File: config.mk
export PLATFORM = sky130hd
export DESIGN_NAME = eta_adder_pipe
export DESIGN_NICKNAME = d
export VERILOG_FILES = /design/src/rtl/eta_adder_pipe.sv
export SDC_FILE = /design/constraint.sdc
export NUM_CORES = 1
export LEC_CHECK = 0
export CAP_MARGIN = 20
export CORE_ASPECT_RATIO = 2
export CORE_MARGIN = 3
export CORE_UTILIZATION = 35
export CTS_BUF_LIST = sky130_fd_sc_hd__clkbuf_8
export CTS_CLUSTER_DIAMETER = 60
export DETAILED_ROUTE_END_ITERATION = 10
export GPL_ROUTABILITY_DRIVEN = 0
export GPL_TIMING_DRIVEN = 1
export SETUP_SLACK_MARGIN = 0.5
export SLEW_MARGIN = 10
export SYNTH_ARGS = -nofsm -noshare
export SYNTH_HDL_FRONTEND = slang
export SYNTH_SLANG_ARGS = --single-unit
File: constraint.sdc
create_clock -name clk -period 3.52 [get_ports clk]
set_input_delay 0.704 -clock clk [delete_from_list [all_inputs] [get_ports clk]]
set_output_delay 0.704 -clock clk [all_outputs]
set_load 0.005 [all_outputs]
File: src/rtl/eta_adder_pipe.sv
// eta_adder_pipe: two-stage valid/ready pipelined adder with an error-tolerant
// (ETA) low segment. mode=1 selects the approximate low segment, mode=0 the
// exact add. The upper segment is always added exactly in stage 2.
// Optional build macro ETA_ERR_STATS_EN adds an exact shadow datapath that
// drives err_flag and a saturating err_count; without it both are tied to 0.
module eta_adder_pipe #(
  parameter int WIDTH       = 16,
  parameter int APPROX_BITS = 8
) (
  input  logic             clk,
  input  logic             rst,
  input  logic             in_valid,
  output logic             in_ready,
  input  logic [WIDTH-1:0] a,
  input  logic [WIDTH-1:0] b,
  input  logic             mode,
  output logic             out_valid,
  input  logic             out_ready,
  output logic [WIDTH:0]   sum,
  output logic             err_flag,
  output logic [31:0]      err_count
);

  localparam int LW = APPROX_BITS;
  localparam int HW = WIDTH - APPROX_BITS;

  logic          s1_valid, s2_valid;
  logic [LW-1:0] s1_low;
  logic [HW-1:0] s1_a_hi, s1_b_hi;
  logic          s1_cy;

  logic          accept, deliver, s2_load;
  logic [LW-1:0] appr_low, ex_low, nxt_low;
  logic          appr_cy, ex_cy, nxt_cy;
  logic [HW:0]   upper;
  logic [WIDTH:0] sum_nxt;

  // Handshake: S1 may refill whenever it is empty or drains into S2 this cycle.
  assign out_valid = s2_valid & ~rst;
  assign in_ready  = ~rst & (~s1_valid | ~s2_valid | out_ready);
  assign accept    = in_valid & in_ready;
  assign deliver   = out_valid & out_ready;
  assign s2_load   = s1_valid & (~s2_valid | out_ready);

  // Low segment: approximate (XOR at bit 0, OR above) or exact, selected by mode.
  always_comb begin
    appr_low    = a[LW-1:0] | b[LW-1:0];
    appr_low[0] = a[0] ^ b[0];
    appr_cy     = a[LW-1] & b[LW-1];
    {ex_cy, ex_low} = {1'b0, a[LW-1:0]} + {1'b0, b[LW-1:0]};
    nxt_low = mode ? appr_low : ex_low;
    nxt_cy  = mode ? appr_cy  : ex_cy;
  end

  // Upper segment is always exact, fed by whichever segment carry S1 captured.
  assign upper   = {1'b0, s1_a_hi} + {1'b0, s1_b_hi} + {{HW{1'b0}}, s1_cy};
  assign sum_nxt = {upper, s1_low};

  // Stage 1 register: low result, upper operands and segment carry.
  always_ff @(posedge clk) begin
    if (rst) begin
      s1_valid <= 1'b0;
      s1_low   <= '0;
      s1_a_hi  <= '0;
      s1_b_hi  <= '0;
      s1_cy    <= 1'b0;
    end else if (accept) begin
      s1_valid <= 1'b1;
      s1_low   <= nxt_low;
      s1_a_hi  <= a[WIDTH-1:LW];
      s1_b_hi  <= b[WIDTH-1:LW];
      s1_cy    <= nxt_cy;
    end else if (s2_load) begin
      s1_valid <= 1'b0;
    end
  end

  // Stage 2 register: final sum, held stable while the consumer stalls.
  always_ff @(posedge clk) begin
    if (rst) begin
      s2_valid <= 1'b0;
      sum      <= '0;
    end else if (s2_load) begin
      s2_valid <= 1'b1;
      sum      <= sum_nxt;
    end else if (deliver) begin
      s2_valid <= 1'b0;
    end
  end

`ifdef ETA_ERR_STATS_EN
  logic          s1_mode;
  logic [LW-1:0] s1_ex_low;
  logic          s1_ex_cy;
  logic [HW:0]   ex_upper;
  logic [WIDTH:0] exact_nxt;

  assign ex_upper  = {1'b0, s1_a_hi} + {1'b0, s1_b_hi} + {{HW{1'b0}}, s1_ex_cy};
  assign exact_nxt = {ex_upper, s1_ex_low};

  // Shadow exact low segment captured alongside the selected one.
  always_ff @(posedge clk) begin
    if (rst) begin
      s1_mode   <= 1'b0;
      s1_ex_low <= '0;
      s1_ex_cy  <= 1'b0;
    end else if (accept) begin
      s1_mode   <= mode;
      s1_ex_low <= ex_low;
      s1_ex_cy  <= ex_cy;
    end
  end

  // Error flag travels with the sum; exact-mode beats can never flag.
  always_ff @(posedge clk) begin
    if (rst) begin
      err_flag <= 1'b0;
    end else if (s2_load) begin
      err_flag <= s1_mode & (sum_nxt != exact_nxt);
    end
  end

  // Count erroneous results as they are handed downstream, saturating.
  always_ff @(posedge clk) begin
    if (rst) begin
      err_count <= '0;
    end else if (deliver && err_flag && (err_count != 32'hFFFF_FFFF)) begin
      err_count <= err_count + 32'd1;
    end
  end
`else
  assign err_flag  = 1'b0;
  assign err_count = '0;
`endif

endmodule

After elaboration in Yosys (flattened, before gate mapping)
Cells that the tools add are included.

word-level totals
  flip-flop bits (word level) = 44
  input port bits = 37
  output and inout bits = 52
  logic and storage cells = 32

cells by class
  $add $sub $neg = 3
  multiplexer cells = 6
  bitwise gates (word level) = 14
  reductions and logical operators = 2

operator list
  cell                  number
  adder 8 x 8 -> 9 bit  2
  adder 9 x 1 -> 9 bit  1
  2-to-1 mux 8 bit      1
  bitwise OR 8 bit      1
  AND 1 bit             6
  2-to-1 mux 1 bit      5
  nonzero test 2 bit    2
  NOT 1 bit             3
  bitwise OR 1 bit      3
  bitwise XOR 1 bit     1

Depth between registers and ports, before layout
  depth after elaboration = 6
  depth in mapped cells = 8

Worst setup path before layout
Ideal clock, no wire load.

  path type = input -> register
  from = input a[0]
  to = register s1_low[6]
  arrival = 2,230 ps
  data required time = 3,458 ps
  path slack = 1,228 ps
  stages on the path = 8
  path buffers = 0
  cell sequence = ha_1 > inv_1 > fa_1 > and2b_1 > o31a_2 > o22ai_1 > or4_1 > nand3_1

between the ends
  longest elaborated chain between the ends = 2

RTL lines
  element               RTL line  text
  from (decl)           14        input logic [WIDTH-1:0] a,
  adder 8 x 8 -> 9 bit  50        {ex_cy, ex_low} = {1'b0, a[LW-1:0]} + {1'b0, b[LW-1:0]};
  2-to-1 mux 8 bit      51        nxt_low = mode ? appr_low : ex_low;
  to (signal assigned)  69        s1_low <= nxt_low;
  to (decl)             28        logic [LW-1:0] s1_low;

No other way between the ends.
A chain may end at the register's enable or synchronous reset.

Worst setup path after layout
  from = input out_ready
  to = output in_ready

between the ends
  longest elaborated chain between the ends = 2

RTL lines
  element           RTL line  text
  from (decl)       18        input logic out_ready,
  bitwise OR 1 bit  40        assign in_ready = ~rst & (~s1_valid | ~s2_valid | out_ready);
  AND 1 bit         40
  to (decl)         13        output logic in_ready,

No other way between the ends.

==> impl_results.md <==
- RSZ-0062 raised after global routing: no
- Synth cell types: 40
- Pre-CTS setup slack: 601 ps
- Multi-input gate area: 1510 um2
- Final WS setup: 767 ps
- DR pass1 iterations: 4
- Die width: 67.8 um
- First-pass GRT wire length: 10.2 mm
- Max Slew Vio Count: 0
- Die Height: 130 um
- Fraction of layout cells with a size suffix above 1: 0.0390
- Synthesized cell area: 2680 um2
- # clock sinks: 44
- Leak: 1.42 nW
- # setup viols final: 0
- #FFs+latches synth: 44
- Area grow syn2layout: 22.1%
- Post-cts resize count: 0
- Max Cap Viol: 0
- Core area: 7320 um2
- # DRC: 0
- Sequential fraction of the synthesis area: 0.329
- Wirelength per Cell: 12.9 um
- Synth area leaders: dfxtp_1 33%, ha_1 10%, buf_4 9.5%
- Syn Area/Cell: 7.99 um2
- Top_reg_cell synth: dfxtp_1
- Worst setup SP type: primary input
- Via count: 2278
- Leading area contributor after synthesis: dfxtp_1
- Placed cell areas: 3170 um2
- Fill count: 750
- Mean number of vias per cell: 4.78
- Crit path kind: primary input to output port
- GR Overflow Total: 0
- Vias in the first global route: 2269
- Slew @ Worst Pin: 623 ps
- Min Clock Period, post-route: 2750 ps
- Postcts setup bufs: 0
- Register area: 881 um2
- Critical path endpoint category: output port
- Initial Utilization: 0.366
- Yosys top cell area share: 0.329
- Largest net degree at the start of global routing: 29
- Setup_tns: 0 ps
- Clk slew on worst S/H paths: 80 ps
- Layout Skew: 6.85 ps
- I/O Buffers: 55
- Post-synth ARST share: 0
- Critical path arrival: 2050 ps
- Final period util: 0.782
- Cells after Synth: 335
- Root buf cell: clkbuf_8
- Status: completed
- ANT nets after route: 0
- GRT Util Overall: 0.153
- Worst-skew pair later-pin latency: 300 ps
- DP Wirelength: 4.85 mm
- Clock buffer depth: 2
- VDD IR max: 0.187 mV
- Total CTS buffers: 5
- Final instance area: 3270 um2
- Area of the die: 8800 um2
- Initial antenna violation count: 0
- Most instantiated cells after synthesis: 61 x nand2_1, 44 x dfxtp_1, 34 x buf_4
- Hold Crit Class: flip-flop to flip-flop
- WL final: 6.17 mm
- Power Dens Cells: 347 nW/um2
- Nets: 446
- R2R setup slack: 1140 ps
- H-tree depth: 2
- Ys Warns: 0
- EDFF count, synth: 0
- CP Max Fanout: 4
- # rows: 44
- Antenna cells: 0
- Fmax: 363 MHz
- CTS tree: built
- Hold_buf cts: 0
- Final hold vios: 0
- Power Total: 1.13 mW
- Worst EP required: 2820 ps
- Initial DRC count: 87
- Ports: 89
- Slew headroom: 0.585
- Most common cell in the netlist: nand2_1
layout make-up:
cell class	instances	area share
multi-input combinational	255	0.462
sequential	44	0.270
timing repair buffer	60	0.184
tap	92	0.0352
clock buffer	6	0.0253
inverter	18	0.0207
clock inverter	2	0.00345
cell families (layout without fill, tap and decap cells):
logic type | count (synthesis) | in the layout | share of synthesized area
flops | 44 | 44 | 0.329
other cells | 1 | 33 | 0.00140
xor+xnor | 3 | 3 | 0.00982
fa+ha+maj | 25 | 25 | 0.125
compound gates | 69 | 69 | 0.149
buf+inv | 68 | 86 | 0.152
simple gates | 118 | 118 | 0.207
mux | 7 | 7 | 0.0262
layer usage:
layer / part of all wire / GRT usage / wire length (um) / up-vias
li1: - / - / - / 1160
met1: 0.37 / 0.157 / 2270 / 1038
met2: 0.55 / 0.284 / 3400 / 66
met3: 0.047 / 0.0182 / 291 / 14
met4: 0.034 / 0.0868 / 207 / 0
met5: 0 / 0 / 0 / -
registers in the layout (all words and copies together) (netlist names):
signal    cells
s1_valid      1
s1_b_hi       8
s1_low        8
sum          17
s1_cy         1
s2_valid      1
s1_a_hi       8
worst max-delay path: stages:
cell and delay [ps]:
clkdlybuf4s50_1 470, and2b_1 210, a21oi_1 150, clkdlybuf4s50_1 520
path summary, 6_finish.rpt:
kind | startpoint | end | depth (start not counted)
worst max-delay path | out_ready | in_ready | 4
worst min-delay path | sum[8]$_SDFFE_PP0P_ | sum[8]$_SDFFE_PP0P_ | 2
worst max register to register | s1_a_hi[0]$_SDFFE_PP0P_ | sum[14]$_SDFFE_PP0P_ | 7
worst min register to register | sum[8]$_SDFFE_PP0P_ | sum[8]$_SDFFE_PP0P_ | 2
layout by cell type, fill, tap and decap left out, types with 2 or more instances in the layout:
cell,count
nand3b_1,3
clkbuf_8,6
a21o_1,3
a211oi_1,8
or4_1,2
nor3b_1,2
inv_1,19
and2b_1,3
o21ai_0,29
dfxtp_1,44
o22ai_1,2
mux2i_1,7
a31oi_1,3
clkdlybuf4s50_1,55
fa_1,3
nand3_1,11
nand2_1,61
and3_1,2
nor2b_1,2
nand2b_1,4
a21oi_1,18
ha_1,22
xnor2_1,2
nor2_1,10
or2_2,2
conb_1,33
nor4b_1,2
o21bai_1,2
nor3_1,10
buf_4,4
where the power goes:
group          switching (mW)  total [mW]  internal [mW]
clock network           0.174       0.330          0.157
logic                   0.124       0.250          0.126
registers              0.0218       0.554          0.533
total                   0.320        1.13          0.815
metrics by stage:
stage          cells  utilization  hold slack [ps]
6_report         477        0.446              458
5_1_grt          477        0.446              479
4_1_cts          477        0.446              459
3_5_place_dp     469        0.433              447
3_3_place_gp     469        0.433              440
2_1_floorplan    367            -              432
Power figures use the tool's default switching activity.
